$ cat src/rtl/uart_pkg.sv
// uart_pkg: shared state encodings and framing constants for uart_word_bridge.
// Defines the RX/TX FSM state enums, BYTES_PER_WORD, and the frame length.
// Optional feature macro UART_WORD_CHECKSUM_EN: when defined, each frame gets a
// fifth byte that is the XOR of the four data bytes.
package uart_pkg;
    typedef enum logic [1:0] {R_COLLECT, R_GAP, R_HOLD} rx_state_t;
    typedef enum logic [1:0] {T_IDLE, T_SEND, T_GAP} tx_state_t;
    localparam int BYTES_PER_WORD = 4;
`ifdef UART_WORD_CHECKSUM_EN
    localparam int FRAME_BYTES = BYTES_PER_WORD + 1;
`else
    localparam int FRAME_BYTES = BYTES_PER_WORD;
`endif
    localparam int IDX_W = 3;
endpackage

$ cat src/rtl/byte_xor_reduce.sv
// byte_xor_reduce: XOR of the four bytes of a 32-bit word (frame checksum).
// Ports: word - 32-bit input word; x - 8-bit XOR of its byte lanes.
module byte_xor_reduce (
    input  logic [31:0] word,
    output logic [7:0]  x
);
    assign x = word[7:0] ^ word[15:8] ^ word[23:16] ^ word[31:24];
endmodule

$ cat src/rtl/uart_word_bridge.sv
// uart_word_bridge: packs UART FIFO bytes into 32-bit words and unpacks words into bytes.
// Ports: CLK/RST (async, active-high); recv_data/receivable/recv_flag pop the UART
// receive FIFO; send_data/send_flag/sendable push the UART transmit FIFO;
// rx_word/rx_valid/rx_ready carry assembled words out; tx_word/tx_valid/tx_ready
// take words in; rx_err pulses when a received frame fails its checksum.
// Parameter TIMEOUT: idle cycles after which a partially received word is dropped.
// Macro UART_WORD_CHECKSUM_EN: frames carry a fifth XOR byte, checked on RX and
// appended on TX; otherwise frames are 4 bytes and rx_err is tied low.
module uart_word_bridge
    import uart_pkg::*;
#(
    parameter int TIMEOUT = 2000
) (
    input  logic        CLK,
    input  logic        RST,
    input  logic [7:0]  recv_data,
    input  logic        receivable,
    output logic        recv_flag,
    output logic [7:0]  send_data,
    output logic        send_flag,
    input  logic        sendable,
    output logic [31:0] rx_word,
    output logic        rx_valid,
    input  logic        rx_ready,
    input  logic [31:0] tx_word,
    input  logic        tx_valid,
    output logic        tx_ready,
    output logic        rx_err
);
    localparam int TO_W = $clog2(TIMEOUT + 1);

    rx_state_t        rx_state, rx_next;
    tx_state_t        tx_state, tx_next;
    logic [IDX_W-1:0] rx_idx, tx_idx;
    logic [TO_W-1:0]  to_cnt;
    logic [31:0]      tx_buf;
    logic [7:0]       tx_byte;
    logic             pop, push, rx_last, rx_ok, rx_to, tx_last;

    assign pop     = rx_state == R_COLLECT && receivable;
    assign push    = tx_state == T_SEND && sendable;
    assign rx_last = rx_idx == IDX_W'(FRAME_BYTES);
    assign tx_last = tx_idx == IDX_W'(FRAME_BYTES);
    // Partial word expires only while waiting for a byte that never comes.
    assign rx_to   = rx_state == R_COLLECT && !receivable && rx_idx != '0 &&
                     to_cnt == TO_W'(TIMEOUT - 1);

`ifdef UART_WORD_CHECKSUM_EN
    logic [7:0] rx_chk, rx_sum, tx_sum;
    byte_xor_reduce u_rx_xor (.word(rx_word), .x(rx_sum));
    byte_xor_reduce u_tx_xor (.word(tx_buf),  .x(tx_sum));
    assign rx_ok   = rx_sum == rx_chk;
    assign tx_byte = tx_idx[2] ? tx_sum : tx_buf[{tx_idx[1:0], 3'b000} +: 8];
`else
    assign rx_ok   = 1'b1;
    assign tx_byte = tx_buf[{tx_idx[1:0], 3'b000} +: 8];
    assign rx_err  = 1'b0;
`endif

    always_ff @(posedge CLK or posedge RST)
        if (RST) rx_state <= R_COLLECT;
        else rx_state <= rx_next;

    always_comb begin
        rx_next = rx_state;
        case (rx_state)
            R_COLLECT: rx_next = pop ? R_GAP : R_COLLECT;
            R_GAP:     rx_next = rx_last && rx_ok ? R_HOLD : R_COLLECT;
            R_HOLD:    rx_next = rx_ready ? R_COLLECT : R_HOLD;
            default:   rx_next = R_COLLECT;
        endcase
    end

    // The pop pulse is issued in R_GAP, one cycle after the byte was latched,
    // so the FIFO head has advanced before R_COLLECT samples it again.
    always_comb begin
        recv_flag = rx_state == R_GAP;
        rx_valid  = rx_state == R_HOLD;
    end

    always_ff @(posedge CLK or posedge RST)
        if (RST) begin
            rx_idx  <= '0;
            rx_word <= '0;
            to_cnt  <= '0;
`ifdef UART_WORD_CHECKSUM_EN
            rx_chk  <= '0;
            rx_err  <= 1'b0;
`endif
        end else begin
`ifdef UART_WORD_CHECKSUM_EN
            rx_err <= 1'b0;
`endif
            if (pop) begin
`ifdef UART_WORD_CHECKSUM_EN
                if (rx_idx[2]) rx_chk <= recv_data;
                else rx_word[{rx_idx[1:0], 3'b000} +: 8] <= recv_data;
`else
                rx_word[{rx_idx[1:0], 3'b000} +: 8] <= recv_data;
`endif
                rx_idx <= rx_idx + 1'b1;
                to_cnt <= '0;
            end else if (rx_to) begin
                rx_idx <= '0;
                to_cnt <= '0;
            end else if (rx_state == R_COLLECT && rx_idx != '0)
                to_cnt <= to_cnt + 1'b1;
            if (rx_state == R_GAP && rx_last) begin
                rx_idx <= '0;
`ifdef UART_WORD_CHECKSUM_EN
                rx_err <= !rx_ok;
`endif
            end
        end

    always_ff @(posedge CLK or posedge RST)
        if (RST) tx_state <= T_IDLE;
        else tx_state <= tx_next;

    always_comb begin
        tx_next = tx_state;
        case (tx_state)
            T_IDLE:  tx_next = tx_valid ? T_SEND : T_IDLE;
            T_SEND:  tx_next = sendable ? T_GAP : T_SEND;
            T_GAP:   tx_next = tx_last ? T_IDLE : T_SEND;
            default: tx_next = T_IDLE;
        endcase
    end

    always_comb begin
        tx_ready  = tx_state == T_IDLE;
        send_flag = tx_state == T_GAP;
    end

    always_ff @(posedge CLK or posedge RST)
        if (RST) begin
            tx_idx    <= '0;
            tx_buf    <= '0;
            send_data <= '0;
        end else if (tx_ready && tx_valid) begin
            tx_buf <= tx_word;
            tx_idx <= '0;
        end else if (push) begin
            send_data <= tx_byte;
            tx_idx    <= tx_idx + 1'b1;
        end
endmodule

$ cat config.mk
export PLATFORM = sky130hd
export DESIGN_NAME = uart_word_bridge
export DESIGN_NICKNAME = d
export VERILOG_FILES = /design/src/rtl/uart_pkg.sv /design/src/rtl/byte_xor_reduce.sv /design/src/rtl/uart_word_bridge.sv
export SDC_FILE = /design/constraint.sdc
export NUM_CORES = 1
export LEC_CHECK = 0
export ABC_AREA = 1
export CELL_PAD_IN_SITES_DETAIL_PLACEMENT = 1
export CELL_PAD_IN_SITES_GLOBAL_PLACEMENT = 2
export CORE_AREA = 4 4 124 150
export DETAILED_ROUTE_END_ITERATION = 8
export DIE_AREA = 0 0 128 154
export GPL_TIMING_DRIVEN = 0
export PLACE_DENSITY_LB_ADDON = 0.15
export SETUP_SLACK_MARGIN = 0.4
export SLEW_MARGIN = 0
export SYNTH_ARGS = -nofsm -noshare
export SYNTH_HDL_FRONTEND = slang
export SYNTH_SLANG_ARGS = --single-unit
export TNS_END_PERCENT = 20
$ cat constraint.sdc
create_clock -name CLK -period 8.2 [get_ports CLK]
set_input_delay 1.64 -clock CLK [delete_from_list [all_inputs] [get_ports CLK]]
set_output_delay 1.64 -clock CLK [all_outputs]
set_load 0.02 [all_outputs]
==> Yosys cells after proc, flatten, opt, wreduce, memory -nomap -nowiden <==
Cells that the tools add are included.
{ "word_totals": {"ff_bits": 93, "input_bits": 46, "out_inout_bits": 45, "word_cells": 56} }
{ "op_classes": {"add_sub_neg": 4, "n_eq_ne": 7, "shifts": 3, "muxes": 17, "bitwise_logic": 1, "reduce_logical": 16} }
{ "op_table": {"columns": ["operator", "n"], "rows": [
  ["$mux W11", 3],
  ["$bwmux W32", 1],
  ["$shift A8 B7 Y32 const A", 1],
  ["$shiftx A32 B6 Y8", 1],
  ["$shiftx A8 B7 Y32", 1],
  ["$mux W3", 5],
  ["$pmux W2 S3", 2],
  ["$add A11 B1 Y11 const B", 1],
  ["$eq A11 B11 Y1 const B", 1],
  ["$reduce_bool A3 Y1", 3],
  ["$logic_and A1 B1 Y1", 8],
  ["$neg A5 Y7", 1],
  ["$add A3 B1 Y3 const B", 2],
  ["$eq A3 B3 Y1 const B", 2],
  ["$mux W2", 3],
  ["$eq A2 B1 Y1 const B", 2],
  ["$eq A2 B2 Y1 const B", 2],
  ["$logic_not A2 Y1", 2],
  ["$mux W1", 3],
  ["$reduce_and A2 Y1", 1],
  ["$reduce_bool A2 Y1", 1],
  ["$logic_not A1 Y1", 1],
  ["$not A1 Y1", 1]
]} }

==> Logic depth before layout (Yosys ltp) <==
{ "depth": {"word_depth": 7, "ltp_mapped": 10, "depth_no_buf": 9} }

==> Worst setup path after synthesis <==
No wires, ideal clock.
{ "synth_timing": {"path_kind": "input to register", "start": "input sendable", "end": "register send_data[0]", "setup_time_ns": 0.119, "t_arrival_ns": 2.300, "required_time_ns": 8.081, "setup_slack_ns": 5.781, "stages": 4, "path_buffers": 1, "path_cell_list": "nand3_1 clkinv_1 buf_2 o21a_1"} }
{ "synth_between": {"elab_chain_cells": 2} }
{ "synth_lines": {"columns": ["item", "line", "text"], "rows": [
  ["start, declared", "uart_word_bridge.sv:21", "input logic sendable,"],
  ["$logic_and A1 B1 Y1", "uart_word_bridge.sv:41", "assign push = tx_state == T_SEND && sendable;"],
  ["$reduce_and A2 Y1 (no line)", null, null],
  ["end signal, assigned", "uart_word_bridge.sv:144", "send_data <= tx_byte;"],
  ["end, declared", "uart_word_bridge.sv:19", "output logic [7:0] send_data,"]
]} }
No other way between the ends.
A chain may end at the register's enable or synchronous reset.

==> Worst setup path in the final report <==
{ "layout_timing": {"start": "register rx_state[0]", "end": "output recv_flag"} }
{ "layout_between": {"elab_chain_cells": 1} }
{ "layout_lines": {"columns": ["item", "line", "text"], "rows": [
  ["start, declared", "uart_word_bridge.sv:32", "rx_state_t rx_state, rx_next;"],
  ["start signal, assigned", "uart_word_bridge.sv:62", "else rx_state <= rx_next;"],
  ["$eq A2 B1 Y1", "uart_word_bridge.sv:77", "recv_flag = rx_state == R_GAP;"],
  ["end, declared", "uart_word_bridge.sv:18", "output logic recv_flag,"]
]} }
No other way between the ends.

==> impl_metrics.csv <==
group,metric,value,unit
yosys,netlist_top_cells_area,"dfrtp_1, nand2_1, inv_1",
power_and_ir_drop,pwr-share-seq,36.6,%
min_path,hp-class,"flip-flop to flip-flop",
layout,drive_gt1_share,8.600,%
yosys,yosys_most_used_dff,"dfrtp_1",
setup_path,cp_top_family,"buffers and inverters",
yosys,synth_edf_count,0,
layout,syn_to_final_growth,35.19,%
setup_path,cp.required,6.56,ns
power_and_ir_drop,p_int,1183,uW
yosys,syn-num-nets,541,
global_route,antenna_found_initial,0,
timing,fin_crit,3.267,ns
yosys,yosys_warnings,0,
timing,holdWs,0.4746,ns
cts,cts-buffers-inserted,9,
cts,clock_sinks,93,
yosys,syn_inst,487,
die,placementRows,53,
global_route,grt_pass1_vias,4077,
timing,rsz0062_at_grt,"false",
yosys,yosysTopAreaCellShare,55.05,%
power_and_ir_drop,p_clk_share,20.8,%
die,fp.dieW,128,um
run_status,status,"completed",
yosys,synth.distinct_cells,27,
drt,drcViolationCount,0,
timing,max_freq,0.3061,GHz
setup_path,r2r_end,"rx_word[23]",
yosys,synth-seq-area-share,55.05,%
yosys,synth_area,4228,sq um
min_path,min_to,"tx_idx[2]",
placement,gp_congestion,0.7803,
layout,diodes,0,
cts,cts_hold_buf,0,
global_route,track_usage,13.76,%
placement,dp_hpwl,9794,um
power_and_ir_drop,power.switching,826.4,uW
cts,cts_tree,"done",
cts,clk_latency,0.35,ns
power_and_ir_drop,power_frac_comb,42.6,%
cts,cts_resized,0,
setup_path,end_kind,"output pin",
global_route,overflow,0,
layout,final_nets,642,
yosys,synth.avg_cell_area,8.681,sq um
setup_path,crit_path_top_delay_cell,"clkdlybuf4s50_1",
die,ioPinCount,91,
setup_path,path_max_fanout,4,
timing,slew_viol_final,0,
setup_path,regToRegSetupSlack,6.22,ns
drt,routed_wl,12990,um
power_and_ir_drop,sw_frac_of_total,41.13,%
setup_path,crit_type,"flip-flop to output pin",
drt,wire_per_inst,15.98,um
drt,ant_nets,0,
cts,path_clk_slew,0.07,ns
die,die_area,19710,sq um
cts,htree_levels,3,
power_and_ir_drop,leakage,0.002556,uW
yosys,synth_seq_cells,93,
timing,fin_crit_sh,39.84,%
die,start_util,24.52,%
drt,vias_per_cell,4.450,
cts,clockBufferDepth,2,
die,design.core.area,17240,sq um
setup_path,cp_num_buf_inv,2,
setup_path,slowest_delay,0.64,ns
drt,vias,3618,
setup_path,path_cells,"inv_1 > nor2_1 > clkdlybuf4s50_1",
die,die_h,154,um
drt,dr.pass1.iters,4,
timing,fin_skew,0.01054,ns
global_route,grt_pass1_wl,21390,um
drt,drt_iter0_drc,117,
yosys,synth_area_leader_cell,"dfrtp_1",
min_path,hold_depth,1,
timing,worst_pin_slew,0.7071,ns
setup_path,crit_arrival,1.63,ns
placement,port_buffers,89,
timing,finalHoldViolCount,0,
setup_path,worstSetupStartpointType,"flip-flop",
yosys,ys_async_sr_fraction,100.0,%
setup_path,r2r_cells,7,
power_and_ir_drop,ir_worst_vdd,132.3,uV
timing,tns,0,ns
timing,slew_headroom,52.86,%
cts,cts_setup_buffers,0,
power_and_ir_drop,pwr_density_cell,351.5,nW/um^2
global_route,grt_max_degree,53,
setup_path,worstReg2RegStart,"rx_idx[0]",
min_path,hold_start,"tx_idx[2]",
flow_run,maxCapViolCount,0,
timing,setup_viol,0,
cts,clock-root-buffer,"clkbuf_16",
[flip-flops by register name (all words and copies together), names as in the netlist]
name and flops:
rx_state 2, tx_buf 32, tx_state 2, rx_idx 3, tx_idx 3, rx_word 32
to_cnt 11, send_data 8
[cell type report]
class | count | area [sq um]
clock buffers | 9 | 225.2
fillers | 2080 | 11530
plain buffers | 23 | 121.4
inverters | 47 | 181.4
flip-flops and latches | 93 | 2327
multi-input cells | 324 | 1600
repair buffers | 90 | 918.4
clock inverters | 7 | 66.31
well taps | 220 | 275.3
[worst register-to-register path: stages (launching register included)]
cell     delay (ns)
dfrtp_1        0.53
inv_2          0.15
ha_1           0.32
buf_2          0.22
nand3_1        0.30
inv_1          0.16
nand2_1        0.07
o21ai_1        0.15
[cell families after synthesis]
group                      synth area share [%]
and+or+nand+nor                           21.99
DFF                                       55.05
AOI/OAI and AO/OA                         12.16
buffers and inverters                     7.103
adders and majority gates                 2.368
xor gates and xnor gates                  1.243
other                                   0.08870
[per-stage QoR]
step	power (uW)	area [sq um]	setup WS (ns)	utilization [%]	instances
after floorplan	1240	4228	4.140	-	487
after global placement	1599	5394	2.266	31.28	796
after detailed placement	1622	5424	4.958	31.46	797
after CTS	2055	5715	4.912	33.15	813
after global routing	2175	5715	4.876	33.15	813
final	2009	5715	4.933	33.15	813
[metal layers]
layer / track usage, % / wire length [um] / share of wire, % / vias to the layer above
met1: 15.96 / 5444 / 42 / 1753
li1: - / - / - / 1781
met5: 0 / 0 / 0 / -
met2: 24.39 / 6750 / 52 / 72
met3: 4.309 / 625 / 4.8 / 12
met4: 3.589 / 168 / 1.3 / 0
[worst max-delay path by stage]
stage           startpoint            to  slack [ns]  cells past startpoint
2_1_floorplan          RST     rx_idx[0]        4.14                      1
3_3_place_gp           RST   tx_state[0]        2.27                      2
3_5_place_dp      sendable  send_data[1]        4.96                      5
4_1_cts        rx_state[0]     recv_flag        4.91                      3
5_1_grt        rx_state[0]     recv_flag        4.88                      3
6_report       rx_state[0]     recv_flag        4.93                      3
[synthesized netlist by cell type (2+ instances only)]
cell / n
buf_2: 16
a21oi_1: 9
nand3_1: 32
ha_1: 8
xnor2_1: 2
o21ai_1: 20
clkbuf_1: 3
o31ai_1: 13
nand2_1: 143
dfrtp_1: 93
o211ai_1: 9
o21a_1: 8
inv_2: 2
o21ai_0: 27
nor2_1: 26
xor2_1: 4
nand2_2: 7
inv_1: 43
buf_4: 4
nand4_1: 11
[cells in the final DEF, fill, tap and decap left out, drive strengths merged]
master / Yosys / routed
clkdlybuf4s50: 0 / 89
clkinvlp: 0 / 2
nor3: 1 / 1
nand4: 11 / 11
buf: 20 / 21
conb: 1 / 1
xnor2: 2 / 2
o211ai: 9 / 9
xor2: 4 / 4
nand3: 32 / 32
a21oi: 10 / 10
o21ai: 47 / 47
dfrtp: 93 / 93
nand2: 150 / 150
o21a: 8 / 8
nor2: 28 / 28
clkbuf: 3 / 12
inv: 46 / 49
ha: 8 / 8
clkinv: 1 / 3
o31ai: 13 / 13
[power by group through the flow]
| stage | logic [uW] | registers, uW | clock network, uW |
|---|---|---|---|
| floorplan | 426 | 814 | 0 |
| finish | 856 | 736 | 418 |
| detailed placement | 874 | 748 | 0 |
| CTS | 877 | 741 | 436 |
| global placement | 856 | 743 | 0 |
| global route | 959 | 761 | 456 |
(Power assumes the default switching activity.)
